--- config.mk ---
export PLATFORM = sky130hd
export DESIGN_NAME = cla_pipe_adder
export DESIGN_NICKNAME = d
export VERILOG_FILES = /design/src/rtl/cla_pkg.sv /design/src/rtl/cla_blk.sv /design/src/rtl/cla_pipe_adder.sv
export SDC_FILE = /design/constraint.sdc
export NUM_CORES = 1
export LEC_CHECK = 0
export CORE_ASPECT_RATIO = 1.1
export CORE_UTILIZATION = 35
export CTS_CLUSTER_SIZE = 28
export DETAILED_ROUTE_END_ITERATION = 10
export GPL_TIMING_DRIVEN = 1
export PLACE_DENSITY_LB_ADDON = 0.12
export SYNTH_ARGS = -nofsm -noshare
export SYNTH_HDL_FRONTEND = slang
export SYNTH_HIERARCHICAL = 1
export SYNTH_SLANG_ARGS = --single-unit
--- constraint.sdc ---
create_clock -name clk -period 1.42 [get_ports clk]
set_input_delay 0.284 -clock clk [delete_from_list [all_inputs] [get_ports clk]]
set_output_delay 0.284 -clock clk [all_outputs]
set_load 0.02 [all_outputs]
--- src/rtl/cla_pkg.sv ---
// Shared constants for the pipelined carry-lookahead adder: ALU op encodings,
// flag bit positions and the lookahead group width.
package cla_pkg;

    localparam logic ALU_OP_ADD = 1'b0;
    localparam logic ALU_OP_SUB = 1'b1;

    localparam int FLG_N = 3;
    localparam int FLG_Z = 2;
    localparam int FLG_C = 1;
    localparam int FLG_V = 0;

    localparam int GRP_W = 4;

endpackage

--- src/rtl/cla_blk.sv ---
// Combinational BLK_W-bit carry-lookahead block built from 4-bit groups; produces
// both candidate sums (block carry-in 0 and 1) plus block propagate/generate.
module cla_blk
    import cla_pkg::*;
#(
    parameter int BLK_W = 16
) (
    input  logic [BLK_W-1:0] a,
    input  logic [BLK_W-1:0] b,
    output logic [BLK_W-1:0] sum0,
    output logic [BLK_W-1:0] sum1,
    output logic             p,
    output logic             g
);

    localparam int NGRP = BLK_W / GRP_W;

    logic [BLK_W-1:0] pb;
    logic [BLK_W-1:0] gb;
    logic [NGRP-1:0]  gp;
    logic [NGRP-1:0]  gg;

    // Group carries come from the group-level lookahead; bit carries only inside a group.
    function automatic logic [BLK_W-1:0] blk_sum(
        input logic             ci,
        input logic [BLK_W-1:0] pv,
        input logic [BLK_W-1:0] gv,
        input logic [NGRP-1:0]  gpv,
        input logic [NGRP-1:0]  ggv
    );
        logic [NGRP-1:0]  cg;
        logic [BLK_W-1:0] s;
        logic             c;
        cg[0] = ci;
        for (int m = 1; m < NGRP; m++) begin
            cg[m] = ggv[m-1] | (gpv[m-1] & cg[m-1]);
        end
        s = '0;
        for (int m = 0; m < NGRP; m++) begin
            c = cg[m];
            for (int j = 0; j < GRP_W; j++) begin
                if (j > 0) begin
                    c = gv[m*GRP_W+j-1] | (pv[m*GRP_W+j-1] & c);
                end
                s[m*GRP_W+j] = pv[m*GRP_W+j] ^ c;
            end
        end
        return s;
    endfunction

    always_comb begin
        logic gl;
        logic bl;
        pb = a ^ b;
        gb = a & b;
        gp = '0;
        gg = '0;
        for (int m = 0; m < NGRP; m++) begin
            gl = 1'b0;
            bl = 1'b1;
            for (int j = 0; j < GRP_W; j++) begin
                gl = gb[m*GRP_W+j] | (pb[m*GRP_W+j] & gl);
                bl = bl & pb[m*GRP_W+j];
            end
            gg[m] = gl;
            gp[m] = bl;
        end
        gl = 1'b0;
        for (int m = 0; m < NGRP; m++) begin
            gl = gg[m] | (gp[m] & gl);
        end
        g    = gl;
        p    = &gp;
        sum0 = blk_sum(1'b0, pb, gb, gp, gg);
        sum1 = blk_sum(1'b1, pb, gb, gp, gg);
    end

endmodule

--- src/rtl/cla_pipe_adder.sv ---
// Two-stage pipelined carry-select/lookahead adder-subtractor with valid/ready
// handshake and N/Z/C/V flags.
module cla_pipe_adder
    import cla_pkg::*;
#(
    parameter int WIDTH = 32,
    parameter int BLK_W = 16
) (
    input  logic             clk,
    input  logic             rst_n,
    input  logic             in_valid,
    output logic             in_ready,
    input  logic [WIDTH-1:0] a,
    input  logic [WIDTH-1:0] b,
    input  logic             sub,
    input  logic             cin,
    output logic             out_valid,
    input  logic             out_ready,
    output logic [WIDTH-1:0] sum,
    output logic             cout,
    output logic             ovf,
    output logic             zero,
    output logic             neg
);

    localparam int NBLK = WIDTH / BLK_W;

    logic [WIDTH-1:0]            bb;
    logic                        c0;
    logic [NBLK-1:0][BLK_W-1:0]  blk_sum0;
    logic [NBLK-1:0][BLK_W-1:0]  blk_sum1;
    logic [NBLK-1:0]             blk_p;
    logic [NBLK-1:0]             blk_g;
    logic                        cmsb0;
    logic                        cmsb1;

    logic                        v1;
    logic                        v2;
    logic [NBLK-1:0][BLK_W-1:0]  s1_sum0;
    logic [NBLK-1:0][BLK_W-1:0]  s1_sum1;
    logic [NBLK-1:0]             s1_p;
    logic [NBLK-1:0]             s1_g;
    logic                        s1_c0;
    logic                        s1_cmsb0;
    logic                        s1_cmsb1;

    logic                        s1_load;
    logic                        s2_load;
    logic [NBLK:0]               c_blk;
    logic [WIDTH-1:0]            sel_sum;
    logic                        msb_c;

    assign bb = (sub == ALU_OP_SUB) ? ~b : b;
    assign c0 = cin ^ (sub == ALU_OP_SUB);

    for (genvar k = 0; k < NBLK; k++) begin : g_blk
        cla_blk #(.BLK_W(BLK_W)) u_blk (
            .a    (a[k*BLK_W +: BLK_W]),
            .b    (bb[k*BLK_W +: BLK_W]),
            .sum0 (blk_sum0[k]),
            .sum1 (blk_sum1[k]),
            .p    (blk_p[k]),
            .g    (blk_g[k])
        );
    end

    // Carry into the MSB bit recovered from the top block's candidate sums.
    assign cmsb0 = a[WIDTH-1] ^ bb[WIDTH-1] ^ blk_sum0[NBLK-1][BLK_W-1];
    assign cmsb1 = a[WIDTH-1] ^ bb[WIDTH-1] ^ blk_sum1[NBLK-1][BLK_W-1];

    assign s2_load   = v1 & (~v2 | out_ready);
    assign in_ready  = ~v1 | s2_load;
    assign s1_load   = in_valid & in_ready;
    assign out_valid = v2;

    always_ff @(posedge clk or negedge rst_n) begin
        if (!rst_n) begin
            v1       <= 1'b0;
            s1_sum0  <= '0;
            s1_sum1  <= '0;
            s1_p     <= '0;
            s1_g     <= '0;
            s1_c0    <= 1'b0;
            s1_cmsb0 <= 1'b0;
            s1_cmsb1 <= 1'b0;
        end else begin
            v1 <= s1_load | (v1 & ~s2_load);
            if (s1_load) begin
                s1_sum0  <= blk_sum0;
                s1_sum1  <= blk_sum1;
                s1_p     <= blk_p;
                s1_g     <= blk_g;
                s1_c0    <= c0;
                s1_cmsb0 <= cmsb0;
                s1_cmsb1 <= cmsb1;
            end
        end
    end

    // Second-level lookahead across blocks selects each block's precomputed sum.
    always_comb begin
        c_blk    = '0;
        sel_sum  = '0;
        c_blk[0] = s1_c0;
        for (int k = 0; k < NBLK; k++) begin
            c_blk[k+1] = s1_g[k] | (s1_p[k] & c_blk[k]);
            sel_sum[k*BLK_W +: BLK_W] = c_blk[k] ? s1_sum1[k] : s1_sum0[k];
        end
        msb_c = c_blk[NBLK-1] ? s1_cmsb1 : s1_cmsb0;
    end

    always_ff @(posedge clk or negedge rst_n) begin
        if (!rst_n) begin
            v2   <= 1'b0;
            sum  <= '0;
            cout <= 1'b0;
            ovf  <= 1'b0;
            zero <= 1'b0;
            neg  <= 1'b0;
        end else begin
            v2 <= s2_load | (v2 & ~out_ready);
            if (s2_load) begin
                sum  <= sel_sum;
                cout <= c_blk[NBLK];
                ovf  <= msb_c ^ c_blk[NBLK];
                zero <= (sel_sum == '0);
                neg  <= sel_sum[WIDTH-1];
            end
        end
    end

endmodule

# Yosys cells after proc, flatten, opt, wreduce, memory -nomap -nowiden
# Index checks and enable logic that the tools add are counted.
[classes] muxes=4 n_bitwise=264 reduce_logical=3
[op_table] cell="1-bit AND" count=104
[op_table] cell="1-bit OR" count=84
[op_table] cell="1-bit bitwise XOR" count=65
[op_table] cell="16-bit AND" count=2
[op_table] cell="32-bit logical NOT" count=1
[op_table] cell="16-bit two-way mux" count=2
[op_table] cell="32-bit two-way mux" count=1
[op_table] cell="32-bit inverter" count=1
[op_table] cell="16-bit bitwise XOR" count=2
[op_table] cell="4-bit AND reduction" count=2
[op_table] cell="1-bit inverter" count=6
[op_table] cell="1-bit two-way mux" count=1
[totals] ff_bits=109

# Depth between registers and ports, before layout
# Gate-level depths: netlist of the first run.
[depth] depth_word=22 ltp_mapped=17 ltp_nobuf=15

# By module
# The synthesis of the first run kept the hierarchy.
[modules_own_cells] mod="cla_pipe_adder" n_inst=1 cells_each=388 area_each_um2=4884.7
[modules_own_cells] mod="cla_blk at g_blk[1].u_blk" n_inst=1 cells_each=77 area_each_um2=928.4
[modules_own_cells] mod="cla_blk at g_blk[0].u_blk" n_inst=1 cells_each=77 area_each_um2=908.4

# Least setup slack after synthesis of the first run
# No wires, ideal clock.
[synth_path] kind="input to register" start="input sub" end="register s1_sum1[31] in the netlist's numbering" setup_time_ns=0.125 arrival_time_ns=4.417 path_slack_ns=-3.122 cell_stages=16 path_buffers=2 path_cell_list="buf_4 buf_2 xor2_1 ha_1 fa_1 fa_1 fa_1 a41o_1 a21oi_2 o211ai_2 a21o_1 fa_1 fa_1 fa_1 xor2_1 mux2_2"
[synth_rtl] item="start: declaration" line_no="cla_pipe_adder.sv:15" rtl="input logic sub,"
[synth_rtl] item="end signal: assignment" line_no="cla_pipe_adder.sv:90" rtl="s1_sum1 <= blk_sum1;"
[synth_rtl] item="end: declaration" line_no="cla_pipe_adder.sv:40" rtl="logic [NBLK-1:0][BLK_W-1:0] s1_sum1;"

==> key figures, run 1 <==
Run status
  – Status: complete, but fails checks
  – Failing checks: setup timing

Setup path
  – Slowest stage cell, crit path: fa_2
  – Crit path largest cell delay: 360 ps
  – CP Class: input pin to register
  – Crit-path cells: buf_12 -> xor2_2 -> ha_2 -> fa_2 -> fa_2 -> fa_2 -> a41o_1 -> a21oi_2 -> o211ai_2 -> a21o_1 -> fa_2 -> fa_2 -> fa_2 -> xor2_2 -> mux2_4
  – Critical Path Most Common Cell: fa_2
  – Worst EP arrival: 4020 ps
  – WP buf/inv: 1
  – WP data required: 1660 ps
  – Crit path launch: sub
  – CP top delay family: adder cells
  – CP Capture Type: register
  – R2R Path Start: s1_c0
  – CP Launch Type: input pin
  – Worst Path Max Fanout: 5

Logic synthesis
  – Register area share after synthesis: 0.402
  – Most common cell in the netlist: dfrtp_1
  – Synth area leader: dfrtp_1
  – Post-synthesis net count: 692
  – Main area contributors after synthesis: dfrtp_1, fa_1, mux2_2
  – Yosys reg bits: 108
  – Synth top area share: 0.402
  – Post-synth top cells: dfrtp_1, mux2_2, xor2_1
  – Number of distinct library cells after synthesis: 44
  – EDFF count, synth: 0
  – Mapped Area: 6720 sq um
  – Top_reg_cell synth: dfrtp_1
  – Post-synth ARST share: 1.00
  – Synthesized area per cell: 12.4 sq um
  – Number of synthesis warnings: 6
  – Post-synthesis cell count: 542

Global routing
  – First-pass GRT wire length: 27.5 mm
  – Vias in the first global route: 5396
  – Congestion Overflow GR: 0
  – Largest net degree at the start of global routing: 46
  – Initial antenna violation count: 0
  – GRT Total Usage: 0.182

Worst hold path
  – Tightest Hold Check Type: input pin to asynchronous set/reset pin

Run
  – Max Cap Viol: 0

Timing
  – Final Max Tran Viols: 0
  – Crit share post-route: 2.67
  – Final Skew: 6.94 ps
  – Post-route minimum period: 3790 ps
  – F_max: 264 MHz
  – Max_slew headroom: 0.713
  – Endpoints failing setup: 80
  – RSZ-0062 raised after global routing: yes
  – Fin Hold WS: 376 ps
  – Final total negative setup slack: -101560 ps
  – Worst slew pin tran: 427 ps
  – Final Hold Fails: 0
  – Final worst setup slack: -2370 ps

Cells and area
  – Multi-input gate area: 4480 sq um
  – Area growth syn-to-layout: 53.0%
  – Fillers: 1603
  – Final net count: 934
  – Layout cell share with drive strength beyond 1: 0.450
  – Register area: 2700 sq um
  – Final Util: 0.553
  – Diode count: 0
  – Non-Filler Instances: 1032

CTS
  – CTS tree: yes
  – Clk_lat worst skew: 350 ps
  – Clk buf depth: 2
  – Root Driver: clkbuf_16
  – Clock-pin slew of the registers on the worst-case setup and hold paths: 70 ps
  – CTS Sinks: 108
  – CTS Buf Count: 9
  – H-tree levels: 3

Die
  – Die Height: 147 um
  – I/O Pins: 108
  – Core area: 18600 sq um
  – Total Die Area: 19800 sq um
  – # rows: 52
  – Initial Utilization: 0.361
  – Width of the die: 134 um

Pwr
  – Leakage Power: 4.57 nW
  – VDD IR max: 0.673 mV
  – Pwr dens: 1390 nW/um^2
  – Total power draw: 14.3 mW

Detailed routing
  – Via count of the routed design: 4968
  – DRC violation count after routing: 0
  – WL/cell: 16.8 um
  – Via density: 4.81
  – Total wire length: 17.4 mm
  – Initial drt markers: 216
  – Drt pass-1 iters: 4
  – ANT nets after route: 0

Placed design
  – Final GP Congestion: 0.861
  – I/O Buffers: 107
  – Placed Instances: 980
  – DP HPWL: 12.7 mm
cells by family after synthesis:
kind of cell | Yosys count | synth area share
AOI/OAI and AO/OA | 75 | 0.0694
xor gates and xnor gates | 50 | 0.0663
adders and majority gates | 80 | 0.200
buffers and inverters | 37 | 0.0320
DFF | 108 | 0.402
muxes | 100 | 0.162
and+or+nand+nor | 92 | 0.0683
report_power, final:
part           internal [mW]  total (mW)  switching, mW
registers               4.23        5.25           1.01
clock network           1.37        2.54           1.17
logic                   3.61        6.55           2.93
state kept, by name (all words and copies together), names as in the netlist, 2 cells and up:
signal / cells
s1_sum0: 32
s1_p: 2
s1_g: 2
s1_sum1: 32
sum: 32
placed cells by master (no fill, tap or decap), types with 3 or more instances in the layout:
cell type        instances
buf_4                  111
dfrtp_1                107
clkdlybuf4s50_1         57
fa_2                    46
dlygate4sd2_1           43
nand2_1                 41
mux2_2                  40
xor2_1                  34
ha_1                    29
mux2_4                  28
buf_6                   23
mux2i_1                 22
o21ai_0                 20
o21ai_1                 16
buf_12                  14
xor2_2                  12
clkbuf_16               10
a21oi_1                  9
nand4_1                  9
nor2_1                   8
mux2i_4                  7
inv_1                    7
a21o_1                   5
nand3_1                  5
o21ai_2                  4
nor4_4                   4
nor4_1                   4
a21oi_2                  4
nand2b_1                 3
mux2i_2                  3
nor4_2                   3
inv_2                    3
ha_2                     3
worst register-to-register path: stages, from the launching register on:
cell and delay, ps:
dfrtp_1 410, buf_6 130, a21oi_4 280, buf_12 180, buf_6 100, mux2i_2 230, o21ai_1 100
timing repair:
action / in CTS / in global routing
endpoints found under the hold margin: 16 / 0
endpoints found under the setup margin: 120 / 86
cloned: 3 / 2
resized for setup: 171 / 79
setup buffers: 21 / 13
hold buffers: 1 / 0
pin swaps: 56 / 51
worst paths after layout:
path / endpoint / slack [ps] / cells after the start
hold reg to reg: sum[7] / 470 / 2
min in group clk: out_valid / 380 / 3
hold / removal: sum[3] / 380 / 2
max in group asynchronous: s1_sum0[31] / 520 / 3
setup reg to reg: sum[31] / -110 / 6
setup / recovery: s1_sum1[31] / -2370 / 15
cell type report:
| type | instances | share of cell area |
|---|---|---|
| Sequential cell | 108 | 0.263 |
| Multi-Input combinational cell | 397 | 0.435 |
| Tap cell | 243 | 0.0296 |
| Clock inverter | 6 | 0.00621 |
| Timing Repair Buffer | 256 | 0.239 |
| Inverter | 12 | 0.00487 |
| Clock buffer | 10 | 0.0223 |
layer usage:
metal  GRT usage  vias up  part of all wire
met5           0        -                 0
met1       0.222     2478              0.42
met3      0.0217       22             0.026
met2       0.331       96              0.53
met4      0.0612        0             0.019
li1            -     2372                 -
through the flow:
stage,cell area (sq um),setup WS (ps)
after global routing,10300,-2490
after detailed placement,8960,-3290
final,10300,-2370
after CTS,9840,-2480
after floorplan,6840,-2870
after global placement,8960,-3270
Power figures use the tool's default switching activity.
==> run 2, diff against run 1 <==
Settings changed: CORE_MARGIN set to 2, PLACE_DENSITY_LB_ADDON 0.12 to not set.
==> key figures, run 2 (synthesized netlist as in run 1, its figures left out) <==
Placed design
  – DP HPWL: 13.0 mm
  – Setup WS pre-CTS: -3320 ps
  – Final GP Congestion: 0.907
  – I/O Buffers: 107

Pwr
  – Logic pwr share: 0.443
  – Reg power frac: 0.371
  – Pwr dens: 1390 nW/um^2
  – Switching share of power: 0.359
  – NetSw: 5.04 mW
  – Clock power share: 0.186
  – Leakage Power: 4.53 nW
  – Int Power: 9.01 mW
  – VDD IR max: 0.704 mV

Die
  – Total Die Area: 20300 sq um
  – Initial Utilization: 0.354
  – # rows: 53
  – Core area: 19000 sq um
  – I/O Pins: 108
  – Die Height: 149 um
  – Width of the die: 136 um

Detailed routing
  – ANT nets after route: 0
  – Drt pass-1 iters: 4
  – WL/cell: 16.6 um
  – Via count of the routed design: 4925
  – Total wire length: 17.1 mm
  – Via density: 4.76
  – Initial drt markers: 167
  – DRC violation count after routing: 0

CTS
  – H-tree levels: 3
  – CTS Buf Count: 9
  – Clk_lat worst skew: 360 ps
  – Clock-pin slew of the registers on the worst-case setup and hold paths: 80 ps
  – Root Driver: clkbuf_16
  – CTS tree: yes
  – CTS Sinks: 108
  – Clk buf depth: 2

Setup path
  – Critical Path Most Common Cell: fa_2
  – Crit-path cells: buf_12 -> xor2_4 -> ha_2 -> fa_2 -> fa_2 -> fa_2 -> a41o_1 -> a21oi_2 -> o211ai_2 -> a21o_1 -> fa_2 -> fa_2 -> fa_2 -> xor2_2 -> mux2_4
  – CP Class: input pin to register
  – Slowest stage cell, crit path: fa_2
  – Worst Path Max Fanout: 4
  – Crit path largest cell delay: 410 ps
  – WP data required: 1670 ps
  – Worst EP arrival: 4080 ps
  – CP Launch Type: input pin
  – CP Capture Type: register

Timing
  – Final Hold Fails: 0
  – Fin Hold WS: 268 ps
  – Post-route minimum period: 3830 ps
  – Max_slew headroom: 0.668
  – Final Skew: 12.5 ps
  – F_max: 261 MHz
  – Endpoints failing setup: 79
  – Crit share post-route: 2.70
  – Final Max Tran Viols: 0
  – Worst slew pin tran: 493 ps
  – RSZ-0062 raised after global routing: yes
  – Final worst setup slack: -2410 ps

Cells and area
  – Fillers: 1679
  – Diode count: 0
  – Leading cell types in the layout, fill and taps excluded: buf_4, dfrtp_1, clkdlybuf4s50_1
  – Most common cell after layout, fill and taps aside: buf_4
  – Final net count: 932
  – Biggest registers after layout: s1_sum0: 32 flops, s1_sum1: 32 flops, sum: 32 flops
  – Area growth syn-to-layout: 50.8%
  – Layout cell share with drive strength beyond 1: 0.436

Global routing
  – Largest net degree at the start of global routing: 66
  – Congestion Overflow GR: 0
  – GRT Total Usage: 0.178
  – Initial antenna violation count: 0
  – First-pass GRT wire length: 27.8 mm
  – Vias in the first global route: 5458

Run
  – Max Cap Viol: 0

Run status
  – Failing checks: setup timing
  – Status: complete, but fails checks

Worst hold path
  – Tightest Hold Check Type: input pin to asynchronous set/reset pin
==> run 2: cell count changes in the layout (fill, tap and decap cells not counted), sizes merged <==
cell           previous run  this run
clkdlybuf4s15             1         2
clkinv                    2         3
clkinvlp                  2         1
dlygate4sd2              43        42
buf                     153       150
inv                      13        14
==> run 2: what timing repair did <==
item | 4_1_cts | 5_1_grt
hold endpoints to repair | 108 | 0
pin swaps | 46 | 37
cloned | 3 | 2
hold buffers | 1 | 0
resized for setup | 169 | 58
setup buffers | 25 | 8
endpoints found under the setup margin | 126 | 101
==> run 2: per-layer routing <==
metal / GRT usage / routed length, um / share of wire / vias to the layer above
met5: 0 / 0 / 0 / -
met4: 0.0526 / 303 / 0.018 / 0
met2: 0.326 / 9190 / 0.54 / 87
li1: - / - / - / 2354
met1: 0.217 / 7160 / 0.42 / 2465
met3: 0.0221 / 491 / 0.029 / 19
==> run 2: metrics by stage <==
step                area, sq um   util  TNS (ps)  instances  total power [mW]
global placement           8950  0.472   -157320        986              10.6
global route              10100  0.534   -107910       1034              15.0
detailed placement         8950  0.472   -161500        986              10.8
CTS                        9860  0.520    -99840       1029              13.9
floorplan                  6840      -   -124370        542              7.99
finish                    10100  0.534   -102470       1034              14.0
==> run 2: power by group through the flow <==
| stage | combinational [mW] | sequential [mW] | clock, mW |
|---|---|---|---|
| after global placement | 5.56 | 5.08 | 0 |
| after CTS | 6.04 | 5.14 | 2.70 |
| after detailed placement | 5.70 | 5.14 | 0 |
| after floorplan | 2.57 | 5.41 | 0 |
| final | 6.22 | 5.21 | 2.61 |
| after global routing | 6.82 | 5.36 | 2.82 |
==> run 2: critical path: cells and delay by family <==
kind | cells | cell delay [ps]
compound gates | 4 | 700
xor+xnor | 2 | 310
fa+ha+maj | 7 | 2400
buf+inv | 1 | 120
mux | 1 | 270
==> run 2: final timing paths <==
kind | startpoint | endpoint | slack (ps) | cells past startpoint
max in group asynchronous | rst_n | sum[16] | 580 | 3
hold / removal | rst_n | sum[2] | 270 | 2
hold reg to reg | cout | cout | 480 | 2
setup reg to reg | s1_sum0[31] | zero | -120 | 5
min in group clk | out_ready | out_valid | 430 | 3
setup / recovery | sub | s1_sum1[31] | -2410 | 15
==> run 2: layout make-up <==
cell class	count	area, sq um	area share
multi-input cells	397	4380	0.432
flip-flops and latches	108	2700	0.267
repair buffers	254	2390	0.235
well taps	247	309	0.0305
clock buffers	9	225	0.0222
clock inverters	7	82.6	0.00815
inverters	12	47.5	0.00469
==> run 3, diff against run 2 <==
Settings changed: CAP_MARGIN set to 20.
==> results of run 3 <==
No change in the layout: final DEF, timing and power equal those of run 2.
==> RTL change 1, RTL diff (settings of run 1) <==
`BLK_W` is set to 16 in 2 places; all go to 20.
--- a/src/rtl/cla_blk.sv
+++ b/src/rtl/cla_blk.sv
@@ -3,7 +3,7 @@
 module cla_blk
     import cla_pkg::*;
 #(
-    parameter int BLK_W = 16
+    parameter int BLK_W = 20
 ) (
     input  logic [BLK_W-1:0] a,
     input  logic [BLK_W-1:0] b,
--- a/src/rtl/cla_pipe_adder.sv
+++ b/src/rtl/cla_pipe_adder.sv
@@ -4,7 +4,7 @@
     import cla_pkg::*;
 #(
     parameter int WIDTH = 32,
-    parameter int BLK_W = 16
+    parameter int BLK_W = 20
 ) (
     input  logic             clk,
     input  logic             rst_n,
Check against the original RTL: not equivalent (Yosys sat finds a counterexample within 4 cycles, from zero or initial values and one cycle with rst_n low).
==> RTL change 1 against run 1 <==
- the run still ends with setup timing left
- setup slack worse by 440 ps
- power down 36%
- first-iteration DRC count is 53% lower
- worst hold slack improved by 34 ps
- synthesized cell count down 33%
- sequential share of layout area increased by 0.79 points
- cell area decreased by 37%
- routed wire length decreased by 41%
- fmax fell by 10%
- highest routed layer unchanged
- critical path depth grew 1
- area after synthesis decreased by 34%
- sequential cell count down 38
- sequential power fell by 36%
==> RTL change 1: results (changes against run 1) <==
- Layout Skew: 8.61 ps (+1.67 ps)
- Pre-CTS setup slack: -3620 ps (-329 ps)
- Fillers: 1112 (-31%)
- Hold slack final: 410 ps (+34.0 ps)
- Violated checks: setup timing
- Clock Latency Late Sink: 330 ps (-20 ps)
- CTS sink count: 70 (-35%)
- Worst r2r dst: zero
- Worst vdd ir: 0.704 mV (+4.5%)
- Arrival time worst endpoint: 4450 ps (+430 ps)
- Complex-gate fraction of the synthesized area: 6.44% (-0.51 points)
- Post-synthesis adder-cell area fraction: 19.0% (-1.0 points)
- Outcome: complete, but fails checks
- Worst reg2reg path startpoint: s1_sum0[12]
- Final design area excluding fillers: 6470 um2 (-37%)
- Seq/Total Area, Yosys: 39.5% (-0.69 points)
- Final setup viols: 41 (-49%)
- CP peak stage delay: 400 ps (+40 ps)
- # clk buffers: 12 (+2)
- Placed Cells: 639 (-35%)
- Setup TNS: -80660 ps (+20910 ps)
- Vias in the first global route: 3257 (-40%)
- Non-CTS buffers: 148 (-42%)
- FF+latch area: 1750 um2 (-35%)
- Vias/cell: 4.71 (-2.2%)
- 1st-iter DRT viols: 102 (-53%)
- Largest net degree at the start of global routing: 32 (-30%)
- Synth unique cells: 37 (-16%)
- Pleak: 2.93 nW (-36%)
- Synth top area cells: dfrtp_1, fa_1, mux2_2, xor2_1, ha_1
- NonClk Buf Share: 21.2% (-2.7 points)
- Commonest cells post-synth: dfrtp_1, mux2_2, xor2_1, nand2_1, fa_1
- Mux contribution to synthesized area: 15.2% (-0.97 points)
- Post-Place Cell Area: 5810 um2 (-35%)
- Fraction of layout cells with a size suffix above 1: 38.7% (-6.2 points)
- Non-CTS inverters: 6 (-6)
- Multi-input combinational area share: 43.9% (+0.41 points)
- Post-route setup slack: -2810 ps (-441 ps)
- First-pass GRT wire length: 16.4 mm (-40%)
- R2r setup slk: 0 ps (+110 ps)
- Xor/xnor share of the synthesized area: 7.11% (+0.49 points)
- Port Buffers: 72 (-33%)
- Synth Instances: 363 (-33%)
- Post-layout nets: 626 (-33%)
- Least-Margin Pin Slew: 649 ps (+222 ps)
==> RTL change 1: how the worst max path moves through the flow <==
stage                        endpoint  cells past startpoint
final                     s1_sum1[19]                     16
after CTS                 s1_sum1[19]                     16
after global routing      s1_sum1[19]                     16
after floorplan           s1_sum1[19]                     16
after global placement       s1_cmsb1                     17
after detailed placement     s1_cmsb1                     17
==> RTL change 1: what timing repair did <==
item | CTS | global route
setup buffers | 3 | 6
cloned | 0 | 1
endpoints found under the hold margin | 11 | 0
pin swaps | 21 | 31
hold buffers | 1 | 0
gates resized for setup | 60 | 50
setup endpoints to repair | 70 | 47
==> RTL change 1: power by group <==
group	leakage (nW)	total [mW]	switching, mW	internal [mW]
sequential	0.836	3.37	0.630	2.74
clock	0.139	2.12	0.835	1.28
combinational	1.96	3.70	1.70	2.00
==> RTL change 1: per-layer routing <==
layer  vias up  share of wire, %  global-route usage, %
li1       1515                 -                      -
met1      1536                44                   22.1
met2        69                51                   28.0
met3        11               3.3                   2.44
met4         0               1.2                   5.25
met5         -                 0                      0
==> RTL change 2, RTL diff (flow settings as in run 1) <==
Made on the original files. Put one more register stage on the output `ovf`, without a reset. The value now appears one clock later. The other outputs are not delayed to match.
--- a/src/rtl/cla_pipe_adder.sv
+++ b/src/rtl/cla_pipe_adder.sv
@@ -24,6 +24,8 @@
 );
 
     localparam int NBLK = WIDTH / BLK_W;
+
+    logic ovf_s0;
 
     logic [WIDTH-1:0]            bb;
     logic                        c0;
@@ -114,7 +116,7 @@
             v2   <= 1'b0;
             sum  <= '0;
             cout <= 1'b0;
-            ovf  <= 1'b0;
+            ovf_s0 <= 1'b0;
             zero <= 1'b0;
             neg  <= 1'b0;
         end else begin
@@ -122,12 +124,16 @@
             if (s2_load) begin
                 sum  <= sel_sum;
                 cout <= c_blk[NBLK];
-                ovf  <= msb_c ^ c_blk[NBLK];
+                ovf_s0 <= msb_c ^ c_blk[NBLK];
                 zero <= (sel_sum == '0);
                 neg  <= sel_sum[WIDTH-1];
             end
         end
     end
 
+    always_ff @(posedge clk) begin
+        ovf <= ovf_s0;
+    end
+
 endmodule
 
Formal check against the unedited RTL: not equivalent (Yosys sat finds a counterexample within 4 cycles, from zero or initial values and one cycle with rst_n low).
==> RTL change 2 against run 1 <==
- the run still ends with setup timing left
- cell area down 0.77%
- sequential cell count grew 1
- area after synthesis is 0.30% higher
- routed wire length rose by 2.4%
- clock power decreased by 4%
- power decreased by 1.6%
- non-clock buffer count down 2
- setup slack lost 41 ps
- largest cell class unchanged
- largest power group unchanged
==> RTL change 2: results (changes against run 1) <==
- Clock Latency Late Sink: roughly 360 ps
- Post-Place Cell Area: 8990 um2 (+0.25%)
- CP Max Fanout: 5 (unchanged)
- Async SR Flop Fraction: 99.1% (-0.92 points)
- Layout Skew: 7.29 ps (+0.349 ps)
- Port Buffers: 107 (unchanged)
- Biggest registers after layout: s1_sum0 (32), s1_sum1 (32), sum (32)
- Antenna violations before repair: 1 (+1)
- Post-route setup slack: -2410 ps (-40.9 ps)
- Area of the multi-input gates: 4390 um2 (-1.8%)
- Final setup viols: 83 (+3.8%)
- Setup TNS: -103270 ps (-1710 ps)
- Buffers from clock root to sink, at most: 2 (unchanged)
- Arrival time worst endpoint: 4070 ps (+50 ps)
- H-tree depth: 3 (unchanged)
- Largest net degree at the start of global routing: 49 (+6.5%)
- Synth top area cells: dfrtp_1, fa_1, mux2_2, ha_1, xor2_1
- Placed Cells: 983 (+0.31%)
- First-pass GRT wire length: 27.4 mm (-0.53%)
- Syn. warnings: 6 (unchanged)
- Fraction of layout cells with a size suffix above 1: 44.0% (-0.96 points)
- Post-layout nets: 933 (-0.11%)
- Seq/Total Area, Yosys: 40.4% (+0.18 points)
- Fillers: 1631 (+1.7%)
- WL/cell: 17.3 um (+2.5%)
- Total track usage: 18.1% (-0.14 points)
- Outcome: complete, but fails checks
- Vias in the first global route: 5369 (-0.50%)
- Main synth FF type: dfrtp_1
- Drt pass-1 iters: 5 (+1)
- Pleak: 4.54 nW (-0.70%)
- Number of diodes: 0 (unchanged)
- Violated checks: setup timing
- Post-DP HPWL: 12.8 mm (+1.4%)
- Clock root cell: clkbuf_16
- Reg clk slew, reported paths: 80 ps
- Slew headroom: 68.8% (-2.5 points)
- Synth unique cells: 45 (+2.3%)
- Worst vdd ir: 0.696 mV (+3.5%)
- Gpl congestion: 0.865 (+0.44%)
- Commonest cells post-synth: dfrtp_1, mux2_2, xor2_1, fa_1, nand2_1
- CTS Buf Count: 9 (unchanged)
- 1st-iter DRT viols: 181 (-16%)
- Vias: 5000 (+0.64%)
- Worst Hold Class: in -> reg
- Syn nets: 693 (+0.14%)
- Mean cell area of the mapped netlist: 12.4 um2 (+0.11%)
- Vias/cell: 4.85 (+0.74%)
[RTL change 2: changes by cell type in the layout (fill, tap and decap cells not counted), moves of 3 or more]
cell and delta:
mux2_2 +5, clkbuf_16 +4, mux2_4 -5, buf_6 -8, buf_12 -3, clkinv_4 +3, buf_4 +4
[RTL change 2: report_power, final]
part	switching (mW)	internal, mW
Combinational	2.91	3.51
Clock	1.23	1.22
Sequential	0.953	4.28
[RTL change 2: worst paths after layout]
path,to,cells past startpoint,slack (ps),from
worst max-delay path,s1_sum1[31],15,-2410,sub
worst min-delay path,out_valid,3,370,out_ready
worst max register to register,s1_sum1[2],4,-110,out_valid
worst min register to register,ovf,0,380,ovf_s0
max in group asynchronous,s1_c0,3,480,rst_n
min in group asynchronous,sum[2],2,410,rst_n
[RTL change 2: critical path: stages]
cell      delay (ps)
buf_12           120
xor2_4           150
ha_2             190
fa_2             350
fa_2             350
fa_2             350
a41o_1           240
a21oi_2          160
o211ai_2         110
a21o_1           190
fa_2             350
fa_2             370
fa_2             360
xor2_2           200
mux2_4           280
[RTL change 2: layout make-up]
class                           instances  share of cell area (%)
Tap cell                              243                    2.98
Multi-Input combinational cell        397                    43.1
Inverter                               12                   0.490
Clock buffer                            9                    2.21
Sequential cell                       109                    26.7
Clock inverter                          7                   0.564
Timing Repair Buffer                  254                    24.0
[RTL change 2: logic make-up after synthesis]
family / Yosys count / share of synthesized area (%)
AND/OR/NAND/NOR: 92 / 6.81
flip-flops: 109 / 40.4
buffers and inverters: 37 / 3.19
multiplexers: 100 / 16.1
AO/OA/AOI/OAI: 75 / 6.92
XOR/XNOR: 50 / 6.61
adder cells (fa/ha/maj): 80 / 20.0
[RTL change 2: repair_timing]
action,in CTS,in global routing
resized for setup,165,64
setup buffers,14,17
cloned,1,6
hold buffers,1,0
pin swaps,48,38
endpoints found under the hold margin,24,0
endpoints found under the setup margin,122,87
[RTL change 2: per-layer routing]
metal | wire length [um] | GRT usage (%)
met1 | 7400 | 21.6
met2 | 9420 | 32.8
met3 | 572 | 2.61
met4 | 410 | 6.74
met5 | 0 | 0
[RTL change 2: metrics by stage]
step | hold slack [ps] | setup WS (ps)
2_1_floorplan | -11.6 | -2870
3_3_place_gp | 252 | -3260
3_5_place_dp | 250 | -3300
4_1_cts | 365 | -2460
5_1_grt | 383 | -2500
6_report | 371 | -2410
